--- config.mk ---
export PLATFORM = sky130hd
export DESIGN_NAME = mem_stage_flat
export DESIGN_NICKNAME = d
export VERILOG_FILES = /design/src/rtl/mem_stage_pkg.sv /design/src/rtl/mem_stage_if.sv /design/src/rtl/mem_wb_reg.sv /design/src/rtl/mem_stage.sv /design/src/flat_wrapper.sv
export SDC_FILE = /design/constraint.sdc
export NUM_CORES = 1
export LEC_CHECK = 0
export CAP_MARGIN = 20
export CORE_MARGIN = 1.5
export CORE_UTILIZATION = 57
export DETAILED_ROUTE_END_ITERATION = 8
export DONT_BUFFER_PORTS = 1
export PLACE_DENSITY = 0.71
export SYNTH_ARGS = -nofsm -noshare
export SYNTH_HDL_FRONTEND = slang
export SYNTH_SLANG_ARGS = --single-unit
export TNS_END_PERCENT = 1
--- constraint.sdc ---
create_clock -name clk -period 1.8 [get_ports clk]
set_input_delay 0.36 -clock clk [delete_from_list [all_inputs] [get_ports clk]]
set_output_delay 0.36 -clock clk [all_outputs]
set_load 0.02 [all_outputs]
--- src/rtl/mem_stage_pkg.sv ---
// Shared types and constants for the MEM pipeline stage: FSM state, widths,
// and the payload latched while an access is stalled on the data bus.
package mem_stage_pkg;

   localparam int unsigned TIMEOUT_DEFAULT = 16;
   localparam int unsigned CNT_W           = 8;
   localparam int unsigned DATA_W          = 32;
   localparam int unsigned RD_W            = 5;

   typedef enum logic {
      ST_IDLE = 1'b0,
      ST_WAIT = 1'b1
   } state_t;

   typedef struct packed {
      logic              reg_write;
      logic              mem_to_reg;
      logic              is_load;
      logic              we;
      logic [RD_W-1:0]   rd;
      logic [DATA_W-1:0] addr;
      logic [DATA_W-1:0] wdata;
   } access_t;

endpackage

--- src/rtl/mem_stage_if.sv ---
// Data-memory bus between the MEM stage (master) and the memory (slave).
interface mem_stage_if;
   import mem_stage_pkg::*;

   logic              req;
   logic              we;
   logic [DATA_W-1:0] addr;
   logic [DATA_W-1:0] wdata;
   logic [DATA_W-1:0] rdata;
   logic              ready;

   modport master (output req, we, addr, wdata, input rdata, ready);
   modport slave  (input req, we, addr, wdata, output rdata, ready);

endinterface

--- src/rtl/mem_wb_reg.sv ---
// MEM/WB pipeline register: loads a retiring instruction or a bubble each cycle,
// captures load data only when asked, and registers the one-cycle error pulses.
module mem_wb_reg
   import mem_stage_pkg::*;
(
   input  logic              clk,
   input  logic              reset_n,
   input  logic              bubble,
   input  logic              load_data,
   input  logic              reg_write,
   input  logic              mem_to_reg,
   input  logic [RD_W-1:0]   rd,
   input  logic [DATA_W-1:0] alu_result,
   input  logic [DATA_W-1:0] rdata,
   input  logic              misalign,
   input  logic              abort,
   output logic              wb_reg_write,
   output logic              wb_mem_to_reg,
   output logic [RD_W-1:0]   wb_rd,
   output logic [DATA_W-1:0] wb_alu_result,
   output logic [DATA_W-1:0] wb_rdata,
   output logic              wb_misalign_err,
   output logic              wb_bus_err
);

   always_ff @(posedge clk or negedge reset_n) begin
      if (!reset_n) begin
         wb_reg_write    <= 1'b0;
         wb_mem_to_reg   <= 1'b0;
         wb_rd           <= '0;
         wb_alu_result   <= '0;
         wb_rdata        <= '0;
         wb_misalign_err <= 1'b0;
         wb_bus_err      <= 1'b0;
      end else begin
         wb_misalign_err <= misalign;
         wb_bus_err      <= abort;
         // A bubble kills write-back; the ALU result is left as-is since nothing consumes it
         if (bubble) begin
            wb_reg_write  <= 1'b0;
            wb_mem_to_reg <= 1'b0;
            wb_rd         <= '0;
         end else begin
            wb_reg_write  <= reg_write;
            wb_mem_to_reg <= mem_to_reg;
            wb_rd         <= rd;
            wb_alu_result <= alu_result;
         end
         if (load_data) begin
            wb_rdata <= rdata;
         end
      end
   end

endmodule

--- src/rtl/mem_stage.sv ---
// MEM pipeline stage: issues data-memory accesses, stalls the pipeline on wait
// states, aborts after TIMEOUT cycles, and feeds the MEM/WB register.
module mem_stage
   import mem_stage_pkg::*;
#(
   parameter int unsigned TIMEOUT = TIMEOUT_DEFAULT
) (
   input  logic              clk,
   input  logic              reset_n,
   input  logic              RegWrite_in,
   input  logic              MemtoReg_in,
   input  logic              MemRead_in,
   input  logic              MemWrite_in,
   input  logic [DATA_W-1:0] ALU_result_in,
   input  logic [DATA_W-1:0] reg_read_data_2_in,
   input  logic [RD_W-1:0]   EX_MEM_RegisterRd_in,
   mem_stage_if.master       dmem,
   output logic              MEM_Stall,
   output logic              RegWrite_out,
   output logic              MemtoReg_out,
   output logic [DATA_W-1:0] mem_read_data_out,
   output logic [DATA_W-1:0] ALU_result_out,
   output logic [RD_W-1:0]   MEM_WB_RegisterRd_out,
   output logic              misalign_err,
   output logic              bus_err
);

   state_t            state, state_nx;
   logic [CNT_W-1:0]  cnt, cnt_nx;
   access_t           lat, lat_nx;

   logic              access_c, misaligned_c, is_load_c;
   logic              req_c, we_c, stall_c;
   logic [DATA_W-1:0] addr_c, wdata_c;
   logic              bubble_c, load_data_c, misalign_c, abort_c;
   logic              wb_reg_write_c, wb_mem_to_reg_c;
   logic [RD_W-1:0]   wb_rd_c;
   logic [DATA_W-1:0] wb_alu_c;

   assign access_c     = MemRead_in | MemWrite_in;
   assign misaligned_c = access_c & (ALU_result_in[1:0] != 2'b00);
   assign is_load_c    = MemRead_in & ~MemWrite_in;

   // State, wait counter and latched access
   always_ff @(posedge clk or negedge reset_n) begin
      if (!reset_n) begin
         state <= ST_IDLE;
         cnt   <= '0;
         lat   <= '0;
      end else begin
         state <= state_nx;
         cnt   <= cnt_nx;
         lat   <= lat_nx;
      end
   end

   // Next-state, bus drive and write-back selection
   always_comb begin
      state_nx        = state;
      cnt_nx          = cnt;
      lat_nx          = lat;
      req_c           = 1'b0;
      we_c            = 1'b0;
      addr_c          = '0;
      wdata_c         = '0;
      stall_c         = 1'b0;
      bubble_c        = 1'b0;
      load_data_c     = 1'b0;
      misalign_c      = 1'b0;
      abort_c         = 1'b0;
      wb_reg_write_c  = RegWrite_in;
      wb_mem_to_reg_c = MemtoReg_in;
      wb_rd_c         = EX_MEM_RegisterRd_in;
      wb_alu_c        = ALU_result_in;

      case (state)
         ST_IDLE: begin
            if (misaligned_c) begin
               bubble_c   = 1'b1;
               misalign_c = 1'b1;
            end else if (access_c) begin
               req_c   = 1'b1;
               we_c    = MemWrite_in;
               addr_c  = ALU_result_in;
               wdata_c = reg_read_data_2_in;
               if (dmem.ready) begin
                  load_data_c = is_load_c;
               end else begin
                  stall_c           = 1'b1;
                  bubble_c          = 1'b1;
                  lat_nx.reg_write  = RegWrite_in;
                  lat_nx.mem_to_reg = MemtoReg_in;
                  lat_nx.is_load    = is_load_c;
                  lat_nx.we         = MemWrite_in;
                  lat_nx.rd         = EX_MEM_RegisterRd_in;
                  lat_nx.addr       = ALU_result_in;
                  lat_nx.wdata      = reg_read_data_2_in;
                  cnt_nx            = '0;
                  state_nx          = ST_WAIT;
               end
            end
         end
         ST_WAIT: begin
            req_c           = 1'b1;
            we_c            = lat.we;
            addr_c          = lat.addr;
            wdata_c         = lat.wdata;
            wb_reg_write_c  = lat.reg_write;
            wb_mem_to_reg_c = lat.mem_to_reg;
            wb_rd_c         = lat.rd;
            wb_alu_c        = lat.addr;
            if (dmem.ready) begin
               load_data_c = lat.is_load;
               state_nx    = ST_IDLE;
            end else if (cnt == CNT_W'(TIMEOUT - 1)) begin
               // Give up: release the pipeline and retire nothing
               abort_c  = 1'b1;
               bubble_c = 1'b1;
               state_nx = ST_IDLE;
            end else begin
               stall_c  = 1'b1;
               bubble_c = 1'b1;
               if (cnt != {CNT_W{1'b1}}) begin
                  cnt_nx = cnt + CNT_W'(1);
               end
            end
         end
         default: state_nx = ST_IDLE;
      endcase
   end

   // Reset must silence the combinational request/stall path immediately
   assign dmem.req   = req_c & reset_n;
   assign dmem.we    = we_c;
   assign dmem.addr  = addr_c;
   assign dmem.wdata = wdata_c;
   assign MEM_Stall  = stall_c & reset_n;

   mem_wb_reg u_mem_wb_reg (
      .clk             (clk),
      .reset_n         (reset_n),
      .bubble          (bubble_c),
      .load_data       (load_data_c),
      .reg_write       (wb_reg_write_c),
      .mem_to_reg      (wb_mem_to_reg_c),
      .rd              (wb_rd_c),
      .alu_result      (wb_alu_c),
      .rdata           (dmem.rdata),
      .misalign        (misalign_c),
      .abort           (abort_c),
      .wb_reg_write    (RegWrite_out),
      .wb_mem_to_reg   (MemtoReg_out),
      .wb_rd           (MEM_WB_RegisterRd_out),
      .wb_alu_result   (ALU_result_out),
      .wb_rdata        (mem_read_data_out),
      .wb_misalign_err (misalign_err),
      .wb_bus_err      (bus_err)
   );

endmodule

--- src/flat_wrapper.sv ---
// flat-port wrapper written by rule: the top's interface ports become plain ports
module mem_stage_flat import mem_stage_pkg::*;
#(
   parameter int unsigned TIMEOUT = TIMEOUT_DEFAULT
)
  (clk, reset_n, RegWrite_in, MemtoReg_in, MemRead_in, MemWrite_in, ALU_result_in, reg_read_data_2_in, EX_MEM_RegisterRd_in, MEM_Stall, RegWrite_out, MemtoReg_out, mem_read_data_out, ALU_result_out, MEM_WB_RegisterRd_out, misalign_err, bus_err, dmem_req, dmem_we, dmem_addr, dmem_wdata, dmem_rdata, dmem_ready);
  mem_stage_if dmem_i ();
  input  logic clk;
  input  logic reset_n;
  input  logic RegWrite_in;
  input  logic MemtoReg_in;
  input  logic MemRead_in;
  input  logic MemWrite_in;
  input  logic [DATA_W-1:0] ALU_result_in;
  input  logic [DATA_W-1:0] reg_read_data_2_in;
  input  logic [RD_W-1:0] EX_MEM_RegisterRd_in;
  output logic MEM_Stall;
  output logic RegWrite_out;
  output logic MemtoReg_out;
  output logic [DATA_W-1:0] mem_read_data_out;
  output logic [DATA_W-1:0] ALU_result_out;
  output logic [RD_W-1:0] MEM_WB_RegisterRd_out;
  output logic misalign_err;
  output logic bus_err;
  output wire logic [$bits(dmem_i.req)-1:0] dmem_req;
  output wire logic [$bits(dmem_i.we)-1:0] dmem_we;
  output wire logic [$bits(dmem_i.addr)-1:0] dmem_addr;
  output wire logic [$bits(dmem_i.wdata)-1:0] dmem_wdata;
  input wire logic [$bits(dmem_i.rdata)-1:0] dmem_rdata;
  input wire logic [$bits(dmem_i.ready)-1:0] dmem_ready;
  assign dmem_req = dmem_i.req;
  assign dmem_we = dmem_i.we;
  assign dmem_addr = dmem_i.addr;
  assign dmem_wdata = dmem_i.wdata;
  assign dmem_i.rdata = dmem_rdata;
  assign dmem_i.ready = dmem_ready;
  mem_stage #(.TIMEOUT(TIMEOUT)) u_core (.clk(clk), .reset_n(reset_n), .RegWrite_in(RegWrite_in), .MemtoReg_in(MemtoReg_in), .MemRead_in(MemRead_in), .MemWrite_in(MemWrite_in), .ALU_result_in(ALU_result_in), .reg_read_data_2_in(reg_read_data_2_in), .EX_MEM_RegisterRd_in(EX_MEM_RegisterRd_in), .dmem(dmem_i), .MEM_Stall(MEM_Stall), .RegWrite_out(RegWrite_out), .MemtoReg_out(MemtoReg_out), .mem_read_data_out(mem_read_data_out), .ALU_result_out(ALU_result_out), .MEM_WB_RegisterRd_out(MEM_WB_RegisterRd_out), .misalign_err(misalign_err), .bus_err(bus_err));
endmodule
==> out/qor.tcl <==
set qor(grt_busiest_layer) {met2}
set qor(critical_path_destination) {dmem_wdata[24]}
set qor(crit_path_end_kind) {output port}
set qor(top_register) {u_core.lat}
set qor(clock_path_buffers) 2
set qor(fin_nets) 667
set qor(gr-usage-met1_pct) 30.4
set qor(placed_cell_area_sq_um) 7430
set qor(routabilityCongestion) 0.838
set qor(layout.core_utilization_pct) 71.7
set qor(htree_num_levels) 4
set qor(r2r_end) {u_core.u_mem_wb_reg.wb_rdata[20]}
set qor(max-cap-violations) 0
set qor(worst_ir_drop_on_vdd_v) 0.000622
set qor(via_count_of_the_first_global_routing_pass) 4868
set qor(critical_path_required_ps) 1440
set qor(hold_violation_count_in_the_final_report) 155
set qor(overflow) 0
set qor(synthesized_nets) 653
set qor(setup_crit_path_kind) {flip-flop to output port}
set qor(global_route.usage.total_pct) 25.9
set qor(finish.cell_count_without_fillers) 743
set qor(first_iter_violations) 274
set qor(leakage_power_total_nw) 4.03
set qor(syn-cell-area_sq_um) 7270
set qor(final.setup.worst_slack_ps) -241
set qor(biggestRegsByFlops) {u_core.lat x73, u_core.u_mem_wb_reg.wb_alu_result x32, u_core.u_mem_wb_reg.wb_rdata x32}
set qor(hold_slack_ps) -370
set qor(chipWidth_um) 116
set qor(post-route-min-period_ps) 2040
set qor(critPathLaunchType) {flip-flop}
set qor(pwr_density_cell_nw_per_um2) 1250
set qor(tritoncts.num_buffers) 17
set qor(viasPerCell) 6.16
set qor(design_area_sq_um) 8970
set qor(drive_gt1_share_pct) 38.4
set qor(syn_avg_cell_area_sq_um) 13.4
set qor(preCtsSetupSlack_ps) -10.5
set qor(floorplan.rows) 41
set qor(slew_viol_final) 0
set qor(n_antenna_cell) 0
set qor(cp_data_arrival_time_ps) 1680
set qor(clk_pin_slew_worst_paths_ps) 70
set qor(syn-instance-count) 544
set qor(drcViolationCount) 0
set qor(number_of_enable_type_register_cells_in_the_synthesized_netlist) 0
set qor(maxSlewHeadroom_pct) 74.8
set qor(drt_wl_total_um) 17500
set qor(setup_viol_count_final) 168
set qor(globalRouteMet3Util_pct) 7.69
set qor(antenna_left) 0
set qor(worst-path-max-fanout) 11
set qor(synthDistinctLibCells) 41
set qor(ys_dominant_reg_cell) {sky130_fd_sc_hd__dfrtp_1}
set qor(fill_cells) 861
set qor(dieHeight_um) 116
set qor(worst_r2r_path_depth) 6
set qor(clock_skew_ps) 7.56
set qor(drtPass1Iterations) 4
set qor(root_buffer_cell) {sky130_fd_sc_hd__clkbuf_16}
set qor(core-area_sq_um) 12500
set qor(boundaryPins) 248
set qor(antenna_found_initial) 0
set qor(run_status) {complete, but fails checks}
set qor(violations_in_the_final_reports) {hold timing, setup timing}
set qor(cts_sinks) 155
set qor(vias) 4578
set qor(layout-area-overhead-vs-synth_pct) 23.5
set qor(critPathLaunch) {u_core.state}
set qor(port-buffer-count) 0
set qor(place_inst) 695
set qor(wire_length_of_the_first_global_routing_pass_um) 26200
set qor(fin_crit_sh_pct) 113
set qor(synth.yosys.seq_area_share_pct) 53.4
set qor(largest_reg_flops) 73
set qor(skew_pair_late_insertion_delay_ps) 420
set qor(clock.fmax_mhz) 490
set qor(min_path_type) {input port to async pin}
set qor(reg2reg_launch_point) {u_core.state}
set qor(postCtsHoldBufs) 1
set qor(rsz0062_at_grt) {yes}
set qor(synth-warning-count) 0
set qor(grt_max_degree) 158
set qor(globalRouteMet2Util_pct) 44.3
set qor(worst_tran_pin_value_ps) 378
set qor(synth-async-reset-ratio_pct) 100
set qor(detailedPlacementHpwl_um) 10600
set qor(yosys_register_bits) 155
set qor(effective_utilization_at_floorplan_pct) 58.1
set qor(floorplan.die_area_sq_um) 13400
set qor(setup.reg_to_reg.worst_slack_ps) -110
set qor(wire_per_inst_um) 23.6
set qor(cts_tree) {built}
cell type report:
type,count,area (sq um),area share [%]
timing repair buffer,37,584,6.51
clock inverter,15,153,1.70
sequential,155,3880,43.3
multi-input combinational,339,3680,41.0
clock buffer,17,425,4.74
tap,172,215,2.40
inverter,8,32.5,0.362
repair_timing:
item                                   4_1_cts  5_1_grt
gates cloned                                 3        2
setup buffers                                8        2
pin swaps                                    6        9
setup endpoints to repair                   67      202
gates resized for setup                    105       25
endpoints found under the hold margin      156      155
logic make-up after synthesis:
group                      after synthesis  share of synthesized area [%]
buffers and inverters                   50                           4.99
muxes                                  141                           24.3
adders and majority gates                1                          0.172
DFF                                    155                           53.4
AOI/OAI and AO/OA                      116                           11.8
and+or+nand+nor                         81                           5.34
worst max-delay path, stage by stage (launching register included):
cell and delay, ps:
sky130_fd_sc_hd__dfrtp_4 500, sky130_fd_sc_hd__inv_4 60, sky130_fd_sc_hd__and3_4 210, sky130_fd_sc_hd__buf_12 150, sky130_fd_sc_hd__clkbuf_16 180, sky130_fd_sc_hd__a22o_4 160
how the worst min path moves through the flow:
stage,endpoint,cells after the start
finish,u_core.u_mem_wb_reg.wb_rdata[21],0
floorplan,u_core.cnt[0],0
CTS,u_core.u_mem_wb_reg.wb_rdata[21],0
detailed placement,u_core.u_mem_wb_reg.wb_rdata[21],0
global route,u_core.u_mem_wb_reg.wb_rdata[25],0
global placement,u_core.u_mem_wb_reg.wb_rdata[21],0
placed cells by master (no fill, tap or decap), types with 2 or more instances in the layout:
| cell type | instances |
|---|---|
| sky130_fd_sc_hd__buf_4 | 16 |
| sky130_fd_sc_hd__clkbuf_16 | 19 |
| sky130_fd_sc_hd__inv_6 | 7 |
| sky130_fd_sc_hd__o21ai_0 | 4 |
| sky130_fd_sc_hd__nor2_1 | 14 |
| sky130_fd_sc_hd__buf_16 | 6 |
| sky130_fd_sc_hd__clkinvlp_4 | 2 |
| sky130_fd_sc_hd__and2_4 | 4 |
| sky130_fd_sc_hd__mux2_4 | 68 |
| sky130_fd_sc_hd__inv_1 | 7 |
| sky130_fd_sc_hd__a21oi_1 | 6 |
| sky130_fd_sc_hd__nor3_1 | 7 |
| sky130_fd_sc_hd__nand2_1 | 37 |
| sky130_fd_sc_hd__nor4_4 | 2 |
| sky130_fd_sc_hd__buf_12 | 9 |
| sky130_fd_sc_hd__nor4_1 | 2 |
| sky130_fd_sc_hd__o22ai_1 | 3 |
| sky130_fd_sc_hd__mux2i_1 | 39 |
| sky130_fd_sc_hd__nand3_1 | 3 |
| sky130_fd_sc_hd__clkinv_4 | 4 |
| sky130_fd_sc_hd__a22o_4 | 62 |
| sky130_fd_sc_hd__o21ai_1 | 30 |
| sky130_fd_sc_hd__nor2b_1 | 3 |
| sky130_fd_sc_hd__dfrtp_1 | 154 |
| sky130_fd_sc_hd__mux2_1 | 34 |
Yosys cell counts, drive strengths merged, types with 3 or more instances:
library cell / n / share of area [%]
inv: 8 / 0.41
o21ai: 35 / 2.4
mux2: 102 / 19
nor4: 5 / 0.64
nor2b: 4 / 0.34
o22ai: 3 / 0.26
a21oi: 7 / 0.48
nand3: 4 / 0.28
a22o: 63 / 7.6
nor2: 14 / 0.72
and2: 4 / 0.38
dfrtp: 155 / 53
mux2i: 39 / 5.4
clkbuf: 9 / 0.46
nand2: 37 / 1.9
buf: 33 / 4.1
nor3: 8 / 0.55
through the flow:
step	total power [mW]	setup TNS, ps
detailed placement	7.32	-14.8
floorplan	6.91	0
global route	11.7	-29380
finish	11.2	-21220
global placement	7.19	0
CTS	11.1	-18610
metal layers:
| metal | vias up | share of wire, % |
|---|---|---|
| met5 | - | 0 |
| met4 | 0 | 2.4 |
| met3 | 35 | 8.2 |
| met2 | 199 | 51 |
| met1 | 2328 | 38 |
| li1 | 2016 | - |
report_power, final:
group          switching (mW)  leakage [nW]  internal, mW
combinational           0.866          1.86          1.23
clock                    1.53         0.278          1.95
sequential               1.28          1.89          4.34
No activity file was read; power rests on OpenSTA's default activity.
